===== config.mk =====
export PLATFORM = sky130hd
export DESIGN_NAME = priority_scan_encoder
export DESIGN_NICKNAME = d
export VERILOG_FILES = /design/src/rtl/pse_pkg.sv /design/src/rtl/prio_enc_n.sv /design/src/rtl/priority_scan_encoder.sv
export SDC_FILE = /design/constraint.sdc
export NUM_CORES = 1
export LEC_CHECK = 0
export CAP_MARGIN = 20
export CORE_MARGIN = 4
export CORE_UTILIZATION = 51
export DETAILED_ROUTE_END_ITERATION = 8
export GPL_ROUTABILITY_DRIVEN = 0
export PLACE_DENSITY = 0.92
export SKIP_CTS_REPAIR_TIMING = 1
export SLEW_MARGIN = 10
export SYNTH_ARGS = -nofsm -noshare
export SYNTH_HDL_FRONTEND = slang
export SYNTH_SLANG_ARGS = --single-unit

===== constraint.sdc =====
create_clock -name clk -period 6 [get_ports clk]
set_input_delay 0.6 -clock clk [delete_from_list [all_inputs] [get_ports clk]]
set_output_delay 0.6 -clock clk [all_outputs]
set_load 0.01 [all_outputs]

===== src/rtl/pse_pkg.sv =====
// Shared types and helpers for the priority scan encoder.
package pse_pkg;

    // Scan controller states.
    typedef enum logic {
        IDLE = 1'b0,
        SCAN = 1'b1
    } state_t;

    // Emission order selectors for the MSB_FIRST parameter.
    localparam bit MSB_FIRST_MODE = 1'b1;
    localparam bit LSB_FIRST_MODE = 1'b0;

    // Ceiling log2; returns 0 for n <= 1.
    function automatic int unsigned clog2(input int unsigned n);
        int unsigned r;
        r = 0;
        for (int unsigned p = 1; p < n; p = p << 1) begin
            r = r + 1;
        end
        return r;
    endfunction

endpackage : pse_pkg


===== src/rtl/prio_enc_n.sv =====
// Parametrised combinational priority encoder.
// idx is the highest (MSB_FIRST=1) or lowest (MSB_FIRST=0) set bit of vec.
// idx is 0 when vec is all zeros; any flags a nonzero vec.
module prio_enc_n
    import pse_pkg::*;
#(
    parameter int unsigned WIDTH     = 16,
    parameter bit          MSB_FIRST = MSB_FIRST_MODE,
    localparam int unsigned IDX_W    = clog2(WIDTH)
) (
    input  logic [WIDTH-1:0] vec,
    output logic [IDX_W-1:0] idx,
    output logic             any
);

    // Last matching bit in scan order wins, so scan away from the priority end.
    always_comb begin
        idx = '0;
        any = |vec;
        if (MSB_FIRST) begin
            for (int i = 0; i < int'(WIDTH); i++) begin
                if (vec[i]) begin
                    idx = IDX_W'(i);
                end
            end
        end else begin
            for (int i = int'(WIDTH) - 1; i >= 0; i--) begin
                if (vec[i]) begin
                    idx = IDX_W'(i);
                end
            end
        end
    end

endmodule : prio_enc_n


===== src/rtl/priority_scan_encoder.sv =====
// Sequential priority scan encoder: accepts a request vector, then emits
// the index of each set bit in priority order, one per output handshake.
module priority_scan_encoder
    import pse_pkg::*;
#(
    parameter int unsigned WIDTH     = 16,
    parameter bit          MSB_FIRST = MSB_FIRST_MODE,
    localparam int unsigned IDX_W    = clog2(WIDTH),
    localparam int unsigned CNT_W    = clog2(WIDTH + 1)
) (
    input  logic             clk,
    input  logic             rst_n,
    input  logic             flush,
    input  logic [WIDTH-1:0] din,
    input  logic             din_valid,
    output logic             din_ready,
    output logic [IDX_W-1:0] out_idx,
    output logic             out_valid,
    input  logic             out_ready,
    output logic             out_last,
    output logic [CNT_W-1:0] pending_cnt,
    output logic             busy
);

    state_t           state;
    state_t           state_next;
    logic [WIDTH-1:0] pending;
    logic [WIDTH-1:0] pending_next;
    logic [WIDTH-1:0] clear_mask;
    logic [IDX_W-1:0] enc_idx;
    logic             enc_any;
    logic [CNT_W-1:0] pop_cnt;

    // Priority encoder over the pending register.
    prio_enc_n #(
        .WIDTH     (WIDTH),
        .MSB_FIRST (MSB_FIRST)
    ) u_prio_enc (
        .vec (pending),
        .idx (enc_idx),
        .any (enc_any)
    );

    // State and pending register.
    always_ff @(posedge clk or negedge rst_n) begin
        if (!rst_n) begin
            state   <= IDLE;
            pending <= '0;
        end else begin
            state   <= state_next;
            pending <= pending_next;
        end
    end

    // Population count of the pending register.
    always_comb begin
        pop_cnt = '0;
        for (int i = 0; i < int'(WIDTH); i++) begin
            pop_cnt = pop_cnt + CNT_W'(pending[i]);
        end
    end

    // One-hot mask of the bit currently being emitted.
    always_comb begin
        clear_mask = '0;
        for (int i = 0; i < int'(WIDTH); i++) begin
            if (IDX_W'(i) == enc_idx) begin
                clear_mask[i] = 1'b1;
            end
        end
    end

    // Handshake outputs derived from registered state; flush masks both sides.
    always_comb begin
        din_ready   = 1'b0;
        out_valid   = 1'b0;
        out_last    = 1'b0;
        out_idx     = enc_idx;
        pending_cnt = pop_cnt;
        busy        = (state == SCAN);
        din_ready   = (state == IDLE) && !flush;
        out_valid   = (state == SCAN) && enc_any && !flush;
        out_last    = out_valid && (pop_cnt == CNT_W'(1));
    end

    // Next-state and pending update; flush overrides everything.
    always_comb begin
        state_next   = state;
        pending_next = pending;
        if (flush) begin
            state_next   = IDLE;
            pending_next = '0;
        end else begin
            case (state)
                IDLE: begin
                    if (din_valid && (din != '0)) begin
                        pending_next = din;
                        state_next   = SCAN;
                    end
                end
                SCAN: begin
                    if (out_valid && out_ready) begin
                        pending_next = pending & ~clear_mask;
                        if (out_last) begin
                            state_next = IDLE;
                        end
                    end
                end
                default: begin
                    state_next   = IDLE;
                    pending_next = '0;
                end
            endcase
        end
    end

endmodule : priority_scan_encoder


After elaboration in Yosys (flattened, before gate mapping)
Cells that the tools add are included.
- flip-flop bits (word level): 17
- input port bits: 21
- output and inout bits: 13
- $add $sub $neg: 15
- equal/unequal tests: 18
- muxes and demuxes: 40
- bitwise operators: 3
- reductions and logical operators: 11
- operator list (operator ; number):
    $add 5x1->5 ; 11
    $mux 16 ; 3
    $eq 4x4->1 const A ; 8
    $mux 4 ; 8
    $pmux 16 s2 ; 1
    $mux 1 ; 21
    $and 16x16->16 ; 1
    $eq 3x4->1 const A ; 4
    $not 16->16 ; 1
    $reduce_bool 16->1 ; 1
    $reduce_or 16->1 ; 1
    $mux 3 ; 4
    $eq 2x4->1 const A ; 2
    $logic_and 1x1->1 ; 6
    $ne 3x2->1 const B ; 2
    $add 4x1->5 ; 1
    $eq 5x1->1 const B ; 1
    $add 3x1->4 ; 1
    $eq 1x4->1 const A ; 1
    $logic_not 4->1 ; 1
    $mux 2 ; 2
    $add 2x1->3 ; 1
    $add 1x1->2 ; 1
    $pmux 1 s2 ; 1
    3 further kinds ; 3

Longest topological paths before layout
- depth after elaboration: 22
- gate-level depth with buffers: 14

By module
From an unflattened synthesis, not the netlist that was laid out.
- cell total of the unflattened synthesis: 186
- area, all modules: 1577.8 µm²
- by module, submodules not included (module ; instances ; cells each ; area each (µm²)):
    priority_scan_encoder ; 1 ; 158 ; 1407.6
    prio_enc_n ; 1 ; 28 ; 170.2

Least setup slack after synthesis
Ideal clock, no wire load.
- path type: flip-flop to output port
- from: register pending[5]
- to: output port out_last
- arrival: 4.060 ns
- data required time: 5.400 ns
- setup slack: 1.340 ns
- cell stages (with the launch flop): 12
- path buffers: 0
- path through: dfrtp_1 > inv_1 > fa_1 > fa_1 > fa_1 > fa_1 > inv_1 > ha_1 > fa_1 > xor2_1 > or4_1 > nor3_1
- cells in the longest elaborated chain, start to end: 13
- elaborated cells on any way between the ends: 16
- RTL lines (item ; line ; text):
    start: declaration ; priority_scan_encoder.sv:27 ; logic [WIDTH-1:0] pending;
    start signal: assignment ; priority_scan_encoder.sv:51 ; pending <= pending_next;
    $add 5x1->5 (11 in series) ; priority_scan_encoder.sv:59 ; pop_cnt = pop_cnt + CNT_W'(pending[i]);
    net pending_cnt[2] ; priority_scan_encoder.sv:21 ; output logic [CNT_W-1:0] pending_cnt,
    $eq 5x1->1 ; priority_scan_encoder.sv:83 ; out_last = out_valid && (pop_cnt == CNT_W'(1));
    $logic_and 1x1->1 ; priority_scan_encoder.sv:83 ;
    end: declaration ; priority_scan_encoder.sv:20 ; output logic out_last,
The timed path passes the listed nets, and every way through them passes these cells.

Worst setup path in the final report
- from: register pending[5]
- to: output port out_last
- cells in the longest elaborated chain, start to end: 13
- elaborated cells on any way between the ends: 16
- RTL lines (item ; line):
    $add 5x1->5 (11 in series) ; priority_scan_encoder.sv:59
    $eq 5x1->1 ; priority_scan_encoder.sv:83
    $logic_and 1x1->1 (*) ; priority_scan_encoder.sv:83
Every way passes the cells marked *; elsewhere a longest branch is shown, timed or not.

==> impl_metrics.yaml <==
floorplan:
  die_x_um: 62.9
  std_cell_rows: 19
  ios: 34
  start_util_pct: 54.3
  die_y_um: 62.9
  design.die.area_mm2: 0.00396
  core_mm2: 0.00283
grt:
  antenna_found_initial: 0
  grt_pass1_vias: 1646
  grt_start_max_net_pins: 19
  grtUsageTotal_pct: 23.2
  grt_pass1_wl_um: 7450
  overflow: 0
clock_tree:
  insertion_delay_ns: 0.31
  cts_htree_levels: 1
  clk_transition_reported_paths_ns: 0.11
  cts_tree: "done"
  cts_made_buffers: 3
  cts.path.max_buffers: 2
  cts_sinks: 17
  cts-root-buf: "clkbuf_4"
flow_run:
  drv_cap: 0
placed_design:
  placed_area_mm2: 0.00188
  pre_cts_slack_ns: 0.688
  dp_hpwl_um: 3540
  dp_cells: 230
  portBuffers: 33
cells_and_area:
  drive_gt1_share_pct: 5.91
  num_antenna_cells: 0
  nNetsFinal: 241
  fin_cells: 234
  fin_util_pct: 67.4
  area_delta_synth_final_pct: 24.2
  finalInstanceArea_mm2: 0.00191
status:
  outcome: "completed"
logic_synthesis:
  synth_top_area_cell: "dfrtp_1"
  yosysWarnings: 0
  async_reset_ff_share_pct: 100
  yosys-top-cells-area: "dfrtp_1, fa_1, inv_1"
  syn-cell-area_mm2: 0.00154
  synth_cell_types: 45
  synth_common_cells: "inv_1, dfrtp_1, nand2_1"
  synth_fp_nets: 208
  yosysMostFrequentCell: "inv_1"
  synth-main-ff-cell: "dfrtp_1"
  synth.avg_cell_area_um2: 8.99
  synth_edf_count: 0
  ys_ff_latch: 17
  synth-seq-area-share_pct: 27.7
  synth.top_cell.area_share_pct: 27.7
  syn-instance-count: 171
setup_path:
  crit_family: "adder cells"
  path_buf_inv: 3
  cp-end-kind: "primary output"
  crit_cells: 13
  r2r_start: "pending[5]"
  path_class: "reg -> out"
  worstRegToRegCells: 12
  cp.arrival_ns: 5.10
  crit_path_end: "out_last"
  path_cells: "inv_1 -> fa_1 -> fa_1 -> fa_1 -> fa_1 -> inv_1 -> ha_1 -> fa_1 -> a21oi_1 -> nor2b_1 -> or4_1 -> nor3_1 -> clkdlybuf4s50_1"
  worst_r2r_endpoint: "busy"
  slowest_delay_ns: 0.58
  critPathLaunch: "pending[5]"
  critical_path.max_fanout: 6
  crit_slowest_cell: "fa_1"
  crit_top_cell: "fa_1"
  critPathLaunchType: "flip-flop"
  reg2reg_slack_ns: 1.58
  cp.required_ns: 5.40
hold_path:
  worstHoldPathType: "reg -> reg"
power:
  power_uw: 693
  peakVddDrop_uv: 159
  power_density_mw_per_mm2: 363
  p_leak_nw: 0.831
detailed_routing:
  wl_um: 4440
  drtIter0Drc: 155
  post_drt_wl_per_cell_um: 19.0
  drc: 0
  firstDrtPassIters: 5
  vias: 1560
  route.antenna.remaining_nets: 0
  viasPerCell: 6.67
sta:
  period_share_pct: 95.0
  tns_ns: 0
  worst_slack_ns: 0.301
  slew-limit-headroom_pct: 32.2
  rsz0062_at_grt: "false"
  hold_viol_final: 0
  worst_pin_slew_ns: 1.02
  fmax_ghz: 0.175
  setup_viol: 0
  holdWs_ns: 0.583
  skew_ns: 0.00639
  finalMaxSlewViolations: 0
  period_needed_ns: 5.70
## kinds of logic (layout without fill, tap and decap cells)
| kind of cell | Yosys count | count (layout) | synth area share (%) |
|---|---|---|---|
| buffers and inverters | 31 | 63 | 7.90 |
| XOR/XNOR | 2 | 2 | 1.14 |
| AND/OR/NAND/NOR | 60 | 60 | 22.7 |
| flip-flops | 17 | 17 | 27.7 |
| adder cells (fa/ha/maj) | 16 | 16 | 17.9 |
| AO/OA/AOI/OAI | 45 | 45 | 22.6 |
## worst min-delay path by stage
stage               startpoint         end  slack (ns)  depth (start not counted)
finish              pending[0]  pending[0]        0.58                          1
global route        pending[0]  pending[0]        0.60                          1
CTS                 pending[0]  pending[0]        0.58                          1
detailed placement  pending[0]  pending[0]        0.55                          1
global placement    pending[0]  pending[0]        0.54                          1
floorplan                rst_n        busy        0.30                          0
## worst register-to-register path, stage by stage (launching register included)
cell,delay (ns)
dfrtp_1,0.49
inv_1,0.11
fa_1,0.58
fa_1,0.45
fa_1,0.48
fa_1,0.49
inv_1,0.05
ha_1,0.21
fa_1,0.42
a21oi_1,0.19
nor2b_1,0.09
or4_1,0.53
o221a_2,0.26
## registers in the layout, summed over array words and instances (netlist names)
name	count
busy	1
pending	16
## area by class of cell
cell class | instances | area, um2
clock buffer | 4 | 26.3
tap | 31 | 38.8
multi-input combinational | 123 | 990
timing repair buffer | 33 | 330
inverter | 26 | 97.6
fill | 228 | 921
sequential | 17 | 425
## layer usage
metal / track usage (%) / routed length, um
met5: 0 / 0
met4: 7.99 / 63
met3: 5.58 / 458
met2: 40.7 / 2320
met1: 27.5 / 1600
## cell usage in the layout (no fill, tap or decap), types with 3 or more instances in the layout
cell | Yosys | layout
nor2_1 | 10 | 10
fa_1 | 10 | 10
nand2_1 | 17 | 17
nor4_1 | 7 | 7
ha_1 | 6 | 6
a221o_1 | 7 | 7
nor3_1 | 3 | 3
o21ai_1 | 3 | 3
dfrtp_1 | 17 | 17
nor2b_1 | 4 | 4
clkbuf_4 | 0 | 3
o311a_1 | 6 | 6
nand2b_1 | 3 | 3
a31oi_1 | 4 | 4
inv_1 | 25 | 25
a21oi_1 | 6 | 6
nand3_1 | 3 | 3
o21ai_0 | 5 | 5
a22oi_1 | 3 | 3
clkdlybuf4s50_1 | 0 | 33
## power breakdown
group / internal [mW] / switching, mW / total (mW)
clock: 0.0260 / 0.0411 / 0.0671
sequential: 0.128 / 0.0287 / 0.157
combinational: 0.223 / 0.246 / 0.469
total: 0.377 / 0.316 / 0.693
Note: power is estimated with default switching activity, not from simulation.
